$ cat src/rtl/carrera_sensor_pkg.sv
// carrera_sensor_pkg
//   Items shared by the track sensor conditioner and its debounce sub-module:
//   - lap_state_e         : state encoding of the lap measurement FSM
//   - DEBOUNCE_CYCLES_DEF : default debounce length for a 50 MHz clock (10 us)
//   - MIN_LAP_CYCLES_DEF  : default minimum lap time for a 50 MHz clock (1 s)
package carrera_sensor_pkg;

    typedef enum logic [0:0] {
        WAIT_FIRST = 1'b0,  // no timing reference yet; the next round edge arms the timer
        TIMING     = 1'b1   // timer running since the last accepted round edge
    } lap_state_e;

    localparam int unsigned DEBOUNCE_CYCLES_DEF = 32'd500;
    localparam int unsigned MIN_LAP_CYCLES_DEF  = 32'd50_000_000;

endpackage

$ cat src/rtl/sensor_debounce.sv
// sensor_debounce
//   Brings one active-low phototransistor input into the clk domain and removes
//   contact/optical bounce.
//   Ports:
//     clk    in  system clock
//     rst_n  in  asynchronous active-low reset
//     raw_n  in  raw sensor pin, active-low, asynchronous to clk
//     level  out debounced level, 1 = car present (registered)
//   A stable raw level becomes visible on level DEBOUNCE_CYCLES+1 edges after
//   the first edge that samples it (2 synchroniser stages + counter).
module sensor_debounce
    import carrera_sensor_pkg::*;
#(
    parameter int unsigned DEBOUNCE_CYCLES = DEBOUNCE_CYCLES_DEF
) (
    input  logic clk,
    input  logic rst_n,
    input  logic raw_n,
    output logic level
);

    localparam int unsigned CNT_BITS = (DEBOUNCE_CYCLES > 32'd1) ? $clog2(DEBOUNCE_CYCLES) : 32'd1;
    localparam logic [CNT_BITS-1:0] CNT_LAST = CNT_BITS'(DEBOUNCE_CYCLES - 32'd1);

    logic                sync1_r;
    logic                sync2_r;
    logic                level_r;
    logic                present_s;
    logic                mismatch_s;
    logic [CNT_BITS-1:0] cnt_r;

    // Inverting after the synchroniser keeps the flops at the pin's idle level.
    assign present_s  = ~sync2_r;
    assign mismatch_s = present_s ^ level_r;
    assign level      = level_r;

    // Two-stage synchroniser, preset to the inactive (high) raw level.
    always_ff @(posedge clk or negedge rst_n) begin
        if (!rst_n) begin
            sync1_r <= 1'b1;
            sync2_r <= 1'b1;
        end else begin
            sync1_r <= raw_n;
            sync2_r <= sync1_r;
        end
    end

    // Stability counter: any agreeing sample restarts the count, so only an
    // unbroken run of DEBOUNCE_CYCLES disagreeing samples flips the level.
    always_ff @(posedge clk or negedge rst_n) begin
        if (!rst_n) begin
            cnt_r   <= {CNT_BITS{1'b0}};
            level_r <= 1'b0;
        end else if (!mismatch_s) begin
            cnt_r   <= {CNT_BITS{1'b0}};
            level_r <= level_r;
        end else if (cnt_r == CNT_LAST) begin
            cnt_r   <= {CNT_BITS{1'b0}};
            level_r <= ~level_r;
        end else begin
            cnt_r   <= cnt_r + CNT_BITS'(1'b1);
            level_r <= level_r;
        end
    end

endmodule

$ cat src/rtl/track_sensor_conditioner.sv
// track_sensor_conditioner
//   Conditions the segment and start/finish phototransistors for the SoC
//   motor-control block and measures lap times.
//   Ports:
//     clk                in  system clock
//     reset_n            in  asynchronous active-low reset
//     seg_sensor_raw_n   in  raw segment sensor, active-low, asynchronous
//     round_sensor_raw_n in  raw start/finish sensor, active-low, asynchronous
//     lap_clear          in  synchronous pulse: drop timing reference, zero lap results
//     sensorsignal       out debounced segment sensor, 1 = car present
//     roundsignal        out debounced start/finish sensor, 1 = car present
//     round_pulse        out one-cycle strobe per accepted round edge
//     lap_valid          out one-cycle strobe when lap_time/lap_count update
//     lap_time           out cycles between the last two accepted round edges (saturating)
//     lap_count          out completed laps since reset/clear, wraps
//     lap_overflow       out sticky: a lap exceeded the lap_time range
//   All outputs are registered; round_pulse rises in the same cycle as roundsignal.
module track_sensor_conditioner
    import carrera_sensor_pkg::*;
#(
    parameter int unsigned DEBOUNCE_CYCLES = DEBOUNCE_CYCLES_DEF,
    parameter int unsigned MIN_LAP_CYCLES  = MIN_LAP_CYCLES_DEF,
    parameter int unsigned LAP_W           = 32'd32,
    parameter int unsigned CNT_W           = 32'd16
) (
    input  logic             clk,
    input  logic             reset_n,
    input  logic             seg_sensor_raw_n,
    input  logic             round_sensor_raw_n,
    input  logic             lap_clear,
    output logic             sensorsignal,
    output logic             roundsignal,
    output logic             round_pulse,
    output logic             lap_valid,
    output logic [LAP_W-1:0] lap_time,
    output logic [CNT_W-1:0] lap_count,
    output logic             lap_overflow
);

    localparam logic [LAP_W-1:0] TIMER_MAX = {LAP_W{1'b1}};

    logic             seg_level_s;
    logic             round_level_s;
    logic             round_edge_s;
    logic             saturated_s;
    logic             lap_long_s;
    logic [LAP_W-1:0] elapsed_s;

    lap_state_e       state_r;
    logic [LAP_W-1:0] timer_r;
    logic             sensorsignal_r;
    logic             roundsignal_r;
    logic             round_pulse_r;
    logic             lap_valid_r;
    logic [LAP_W-1:0] lap_time_r;
    logic [CNT_W-1:0] lap_count_r;
    logic             lap_overflow_r;

    lap_state_e       state_nxt_s;
    logic [LAP_W-1:0] timer_nxt_s;
    logic             round_pulse_nxt_s;
    logic             lap_valid_nxt_s;
    logic [LAP_W-1:0] lap_time_nxt_s;
    logic [CNT_W-1:0] lap_count_nxt_s;
    logic             lap_overflow_nxt_s;

    sensor_debounce #(
        .DEBOUNCE_CYCLES (DEBOUNCE_CYCLES)
    ) u_seg_debounce (
        .clk   (clk),
        .rst_n (reset_n),
        .raw_n (seg_sensor_raw_n),
        .level (seg_level_s)
    );

    sensor_debounce #(
        .DEBOUNCE_CYCLES (DEBOUNCE_CYCLES)
    ) u_round_debounce (
        .clk   (clk),
        .rst_n (reset_n),
        .raw_n (round_sensor_raw_n),
        .level (round_level_s)
    );

    // roundsignal_r is the registered copy of the debounced level, so comparing
    // against it yields exactly one edge cycle per car arrival.
    assign round_edge_s = round_level_s & ~roundsignal_r;

    // timer_r holds (cycles since reference - 1); elapsed_s is the lap length if
    // an edge is accepted at the coming clock edge. Once the timer is pinned at
    // its maximum the lap is known to be out of range.
    assign saturated_s = (timer_r == TIMER_MAX);
    assign elapsed_s   = saturated_s ? timer_r : (timer_r + LAP_W'(1'b1));
    assign lap_long_s  = (64'(elapsed_s) >= 64'(MIN_LAP_CYCLES));

    // Lap FSM next-state and result computation.
    always_comb begin
        state_nxt_s        = state_r;
        timer_nxt_s        = timer_r;
        round_pulse_nxt_s  = 1'b0;
        lap_valid_nxt_s    = 1'b0;
        lap_time_nxt_s     = lap_time_r;
        lap_count_nxt_s    = lap_count_r;
        lap_overflow_nxt_s = lap_overflow_r;

        if (lap_clear) begin
            // A coincident round edge is deliberately dropped here.
            state_nxt_s        = WAIT_FIRST;
            timer_nxt_s        = {LAP_W{1'b0}};
            lap_time_nxt_s     = {LAP_W{1'b0}};
            lap_count_nxt_s    = {CNT_W{1'b0}};
            lap_overflow_nxt_s = 1'b0;
        end else begin
            case (state_r)
                WAIT_FIRST: begin
                    if (round_edge_s) begin
                        state_nxt_s       = TIMING;
                        timer_nxt_s       = {LAP_W{1'b0}};
                        round_pulse_nxt_s = 1'b1;
                    end else begin
                        state_nxt_s = WAIT_FIRST;
                    end
                end
                TIMING: begin
                    if (round_edge_s && lap_long_s) begin
                        round_pulse_nxt_s  = 1'b1;
                        lap_valid_nxt_s    = 1'b1;
                        lap_time_nxt_s     = elapsed_s;
                        lap_count_nxt_s    = lap_count_r + CNT_W'(1'b1);
                        lap_overflow_nxt_s = lap_overflow_r | saturated_s;
                        timer_nxt_s        = {LAP_W{1'b0}};
                    end else begin
                        // Short edges are lockout noise: the timer keeps running.
                        timer_nxt_s = elapsed_s;
                    end
                end
                default: begin
                    state_nxt_s = WAIT_FIRST;
                    timer_nxt_s = {LAP_W{1'b0}};
                end
            endcase
        end
    end

    // State, timer and all output registers.
    always_ff @(posedge clk or negedge reset_n) begin
        if (!reset_n) begin
            state_r        <= WAIT_FIRST;
            timer_r        <= {LAP_W{1'b0}};
            sensorsignal_r <= 1'b0;
            roundsignal_r  <= 1'b0;
            round_pulse_r  <= 1'b0;
            lap_valid_r    <= 1'b0;
            lap_time_r     <= {LAP_W{1'b0}};
            lap_count_r    <= {CNT_W{1'b0}};
            lap_overflow_r <= 1'b0;
        end else begin
            state_r        <= state_nxt_s;
            timer_r        <= timer_nxt_s;
            sensorsignal_r <= seg_level_s;
            roundsignal_r  <= round_level_s;
            round_pulse_r  <= round_pulse_nxt_s;
            lap_valid_r    <= lap_valid_nxt_s;
            lap_time_r     <= lap_time_nxt_s;
            lap_count_r    <= lap_count_nxt_s;
            lap_overflow_r <= lap_overflow_nxt_s;
        end
    end

    assign sensorsignal = sensorsignal_r;
    assign roundsignal  = roundsignal_r;
    assign round_pulse  = round_pulse_r;
    assign lap_valid    = lap_valid_r;
    assign lap_time     = lap_time_r;
    assign lap_count    = lap_count_r;
    assign lap_overflow = lap_overflow_r;

endmodule

$ cat config.mk
export PLATFORM = sky130hd
export DESIGN_NAME = track_sensor_conditioner
export DESIGN_NICKNAME = d
export VERILOG_FILES = /design/src/rtl/carrera_sensor_pkg.sv /design/src/rtl/sensor_debounce.sv /design/src/rtl/track_sensor_conditioner.sv
export SDC_FILE = /design/constraint.sdc
export NUM_CORES = 1
export LEC_CHECK = 0
export BUFFER_PORTS_ARGS = -buffer_cell sky130_fd_sc_hd__buf_2
export CAP_MARGIN = 20
export CORE_UTILIZATION = 57
export CTS_BUF_LIST = sky130_fd_sc_hd__clkbuf_4 sky130_fd_sc_hd__clkbuf_8 sky130_fd_sc_hd__clkbuf_16
export DETAILED_ROUTE_END_ITERATION = 10
export PLACE_DENSITY = 0.77
export SLEW_MARGIN = 20
export SYNTH_ARGS = -nofsm -noshare
export SYNTH_HDL_FRONTEND = slang
export SYNTH_SLANG_ARGS = --single-unit
export TNS_END_PERCENT = 50
$ cat constraint.sdc
create_clock -name clk -period 7 [get_ports clk]
set_clock_uncertainty 0.1 [all_clocks]
set_input_delay 0.35 -clock clk [delete_from_list [all_inputs] [get_ports clk]]
set_output_delay 0.35 -clock clk [all_outputs]
set_load 0.02 [all_outputs]
**Yosys cells after proc, flatten, opt, wreduce, memory -nomap -nowiden**

Index checks and enable logic that the tools add are counted.
Widths: inputs -> output; s select.

- Memories kept: 0
- Bits in latches: 0
- Bits of input ports: 5
- Bits in writable memories: 0
- Output and inout bits: 53
- Memory bits (read-only): 0
- Flip-flop bits (word level): 110
- Logic and storage cells: 68

- Reduce and logical (&&, ||, !) cells: 6
- Equal/unequal tests: 4
- Mux-type cells: 26
- $add $sub $neg: 4
- Shift operators: 0
- Multiply operators: 0
- Div/mod/pow operators: 0
- Bitwise logic cells: 10
- $lt $le $gt $ge: 1

Operators by type and width:

| operator | count |
|---|---|
| $mux 32 | 7 |
| $pmux 32 s2 | 1 |
| $mux 16 | 3 |
| $mux 9 | 4 |
| $add 32x1->32 const B | 1 |
| $eq 32x32->1 const B | 1 |
| $ge 32x26->1 const B | 1 |
| $add 9x1->9 const B | 2 |
| $eq 9x9->1 const B | 2 |
| $add 16x1->16 const B | 1 |
| $mux 1 | 10 |
| $not 1->1 | 6 |
| $reduce_and 2->1 | 3 |
| $reduce_bool 2->1 | 2 |
| $ne 3x3->1 const B | 1 |
| $pmux 1 s2 | 1 |
| $xor 1x1->1 | 2 |
| $and 1x1->1 | 1 |
| $logic_and 1x1->1 | 1 |
| $or 1x1->1 | 1 |

**Depth between registers and ports, before layout**

- Depth after elaboration: 7
- Mapped depth: 14
- Gate-level depth less buffers: 10

**Cells and area by module**

Synthesis repeated with hierarchy kept, for this count alone.

- Cell total of the unflattened synthesis: 639
- Area, all modules: 5,992.0 µm²

Modules (own cells, without submodules):

| module | instances | cells each | area each (µm²) |
|---|---|---|---|
| track_sensor_conditioner | 1 | 543 | 4,936.0 |
| sensor_debounce | 2 | 48 | 528.0 |

**Worst setup path before layout**

OpenSTA, ideal clock, no wires.

- Path kind: reg-to-reg
- From: reg timer_r[0]
- To: reg lap_time_r[24], in the netlist lap_time[24]
- Buffers on the path: 3
- Data required time: 6.768 ns
- Path slack: 3.595 ns
- Data arrival time: 3.174 ns
- Period minus slack after synthesis: 3.405 ns
- Stages on the path, launching flop included: 14
- Library setup time: 0.132 ns
- Path through: dfrtp_1 -> ha_1 -> nand3_2 -> or3_1 -> buf_2 -> nor4_4 -> nor3_1 -> xnor2_1 -> nand4_2 -> a32oi_2 -> buf_6 -> buf_8 -> mux2i_1 -> nor2_1

- Word-level cells in the longest chain between the ends: 6

RTL lines:

| item | RTL line | source |
|---|---|---|
| start: declaration | track_sensor_conditioner.sv:50 | `logic [LAP_W-1:0] timer_r;` |
| start signal: assignment | track_sensor_conditioner.sv:149 | `timer_r <= {LAP_W{1'b0}};` |
| start signal: assignment | track_sensor_conditioner.sv:159 | `timer_r <= timer_nxt_s;` |
| $add 32x1->32 / $eq 32x32->1 (equally long branches) | track_sensor_conditioner.sv:93, track_sensor_conditioner.sv:92 |  |
| $mux 32 (*) | track_sensor_conditioner.sv:93 | `assign elapsed_s = saturated_s ? timer_r : (timer_r + LAP_W'(1'b1));` |
| $ge 32x26->1 | track_sensor_conditioner.sv:94 | `assign lap_long_s = (64'(elapsed_s) >= 64'(MIN_LAP_CYCLES));` |
| $logic_and 1x1->1 | track_sensor_conditioner.sv:125 | `if (round_edge_s && lap_long_s) begin` |
| $reduce_bool 2->1 (no source line) | - |  |
| $reduce_and 2->1 (no source line) | - |  |
| end signal: assignment | track_sensor_conditioner.sv:154 | `lap_time_r <= {LAP_W{1'b0}};` |
| end signal: assignment | track_sensor_conditioner.sv:164 | `lap_time_r <= lap_time_nxt_s;` |
| end: declaration | track_sensor_conditioner.sv:55 | `logic [LAP_W-1:0] lap_time_r;` |

Every way passes the cells marked *; elsewhere a longest branch is shown, timed or not. The select of a mux whose other input is x is not followed.
A chain may end at the register's enable or synchronous reset.

**Final worst setup path**

- From: reg timer_r[0]
- To: reg lap_time_r[7], in the netlist lap_time[7]

Same word-level chain as after synthesis.

==> out/results.tsv <==
metric	value	unit
status	completed	
total routed wirelength	13350	µm
synthesized flop and latch total	110	
FF-to-FF path depth	11	
Worst Path Arrival	5.02	ns
Max Fclk	204.4	MHz
static leakage	3.073	nW
area grow syn2layout	7.809	%
setup violators final	0	
Remaining Overflow, GRT	0	
kind of critical path	reg2reg	
Initial Utilization	58.78	%
part of the cycle the worst path needs	69.89	%
DP Wirelength	9195	µm
Initial DRC Count	332	
hold endpoint	u_round_debounce.sync2_r$_DFF_PN1_	
setup_tns	0	ns
critical path startpoint category	flip-flop	
share of cells above drive strength 1	15.93	%
post-layout min period	4.892	ns
syn_nets	623	
clk_lat worst skew	0.38	ns
power per cell area	164.0	nW/µm²
hold path start	u_round_debounce.sync1_r$_DFF_PN1_	
R2R setup slack	2.11	ns
placer congestion estimate	0.9761	
Cells after Synth	614	
Worst Path Max Fanout	34	
clock sink count	110	
ys async rst share	100.0	%
Vias	4745	
Chip Width	104.9	µm
first-pass GRT wire length	22340	µm
slew of the pin with the lowest slew margin	0.9981	ns
Synth Flop Type	dfrtp_1	
final hold violations	0	
max-slew violations	0	
H-tree lvl count	3	
Post-Route M1 WL	6285	µm
TritonCTS buffer count	9	
post-synthesis cell area	6041	µm²
largest cells by area after synthesis	dfrtp_1 44%, nor2_1 5.6%, mux2i_1 5.0%	
Slew headroom	33.46	%
Top Layer Used	met4	
Vias/cell	6.014	
DIE AREA	11010	µm²
clk root buf	clkbuf_8	
Critical Path RT	7.13	ns
Syn Area/Cell	9.838	µm²
# diodes	0	
routed wl met3	648	µm
Worst R2R Start	timer_r[0]$_DFFE_PN0P_	
Distinct cells, synth	67	
drt first pass iters	5	
post-CTS setup buffers	0	
PortBufs	57	
Post-synth EDFFs	0	
global-route usage over all layers	25.37	%
peak supply drop	0.0001300	V
worst min path class	reg2reg	
sequential share of the synthesized area	45.65	%
final worst slack	2.108	ns
Yosys warnings	0	
largest net degree at the start of global routing	72	
Final #Nets	657	
hold-critical path depth	0	
Max Cap Viol	0	
CTS tree	yes	
clock transition at the registers of the reported paths	0.11	ns
area share of the leading cell type in the synthesized netlist	43.91	%
met2 wire length	6149	µm
Die Y	104.9	µm
initial antenna violation count	0	
Max clock buf depth	2	
DRC viols	0	
RR Endpoint	lap_time[7]$_DFFE_PN0P_	
crit end category	flip-flop	
core area	10280	µm²
RSZ-0062 raised after global routing	no	
I/O pins	58	
vias in the first global route	4486	
Place WS	2.162	ns
Antenna Nets Post-Route	0	
DR WL/cell	16.92	µm
dominant cell type by area after synthesis	dfrtp_1	
post-CTS sizing	0	
FP Rows	37	
## worst max-delay path, cell delays in order (launching register included)
cell     delay [ns]
dfrtp_1        0.50
ha_1           0.35
nand3_2        0.18
or3_1          0.54
nor4_4         0.66
nor3_1         0.22
xnor2_1        0.29
nand4_2        0.21
a32oi_4        0.89
buf_4          0.49
mux2i_1        0.23
nor2_1         0.06
## what timing repair did
action	4_1_cts	5_1_grt
hold buffers	3	0
setup endpoints to repair	0	0
endpoints found under the hold margin	40	0
## Yosys cell counts, drive strengths merged (2+ instances only)
cell type / instances
o41ai: 2
ha: 4
buf: 27
nor3: 13
o311ai: 3
xnor2: 34
nand3: 29
and4: 6
inv: 7
a21oi: 21
o211ai: 2
nand4: 16
nor4: 12
nor2: 90
dfstp: 4
nand4b: 2
nor2b: 7
o31ai: 11
nand2: 51
mux2: 2
a31oi: 2
dfrtp: 106
a211oi: 11
mux2i: 30
nand2b: 6
clkbuf: 13
or3: 12
xor2: 24
a22o: 12
o21a: 2
or4: 10
o21ai: 12
and3: 13
and2: 4
## state kept, by name (all words and copies together), names as in the netlist, 9 cells and up
| name | flops |
|---|---|
| timer_r | 32 |
| u_round_debounce.cnt_r | 9 |
| lap_count | 16 |
| u_seg_debounce.cnt_r | 9 |
| lap_time | 32 |
## cell usage in the layout, fill, tap and decap left out, drive strengths merged, types with 10 or more instances in the layout
cell type,netlist,layout
a211oi,11,11
a21oi,21,21
a22o,12,12
and3,13,13
buf,27,60
dfrtp,106,106
inv,7,10
mux2i,30,30
nand2,51,51
nand3,29,29
nand4,16,16
nor2,90,90
nor3,13,13
nor4,12,12
o21ai,12,12
o31ai,11,11
or3,12,12
or4,10,10
xnor2,34,34
xor2,24,24
## per-stage QoR
step                hold WS [ns]  area (µm²)  instances  utilization, %  power (mW)
finish                    0.2537        6513        789           63.37       1.068
global route              0.2539        6513        789           63.37       1.108
CTS                       0.2563        6513        789           63.37       1.080
detailed placement        0.2479        6281        770           61.12      0.6865
floorplan               -0.04559        6041        614               -      0.6678
global placement          0.2449        6281        770           61.12      0.6852
## metal layers
layer / GRT usage [%] / vias to the layer above
met5: 0 / -
met4: 8.753 / 0
met3: 3.431 / 25
met2: 39.92 / 151
met1: 36.19 / 2314
li1: - / 2255
## how the worst max path moves through the flow
stage,startpoint,endpoint,slack (ns)
after floorplan,timer_r[0]$_DFFE_PN0P_,lap_time[24]$_DFFE_PN0P_,3.59
after global placement,timer_r[0]$_DFFE_PN0P_,lap_time[8]$_DFFE_PN0P_,2.34
after detailed placement,timer_r[0]$_DFFE_PN0P_,lap_time[4]$_DFFE_PN0P_,2.16
after CTS,timer_r[0]$_DFFE_PN0P_,lap_time[11]$_DFFE_PN0P_,2.14
after global routing,timer_r[0]$_DFFE_PN0P_,lap_time[0]$_DFFE_PN0P_,1.84
final,timer_r[0]$_DFFE_PN0P_,lap_time[7]$_DFFE_PN0P_,2.11
## cell families after synthesis
kind of cell,count (synthesis),share of synthesized area [%]
XOR/XNOR,58,8.409
multiplexers,32,5.344
flip-flops,110,45.65
buffers and inverters,47,4.598
AND/OR/NAND/NOR,275,23.86
adder cells (fa/ha/maj),4,0.8285
AO/OA/AOI/OAI,88,11.31
## area by class of cell
class / count / area [µm²]
fill: 908 / 3765
multi-input combinational: 457 / 3017
sequential: 110 / 2758
timing repair buffer: 63 / 340.3
tap: 136 / 170.2
clock buffer: 9 / 123.9
clock inverter: 7 / 77.57
inverter: 7 / 26.28
## report_power, final
part | internal, mW | total (mW) | switching (mW)
Clock | 0.169 | 0.394 | 0.224
Combinational | 0.00638 | 0.0312 | 0.0248
Sequential | 0.640 | 0.643 | 0.00298
(Power assumes the default switching activity.)
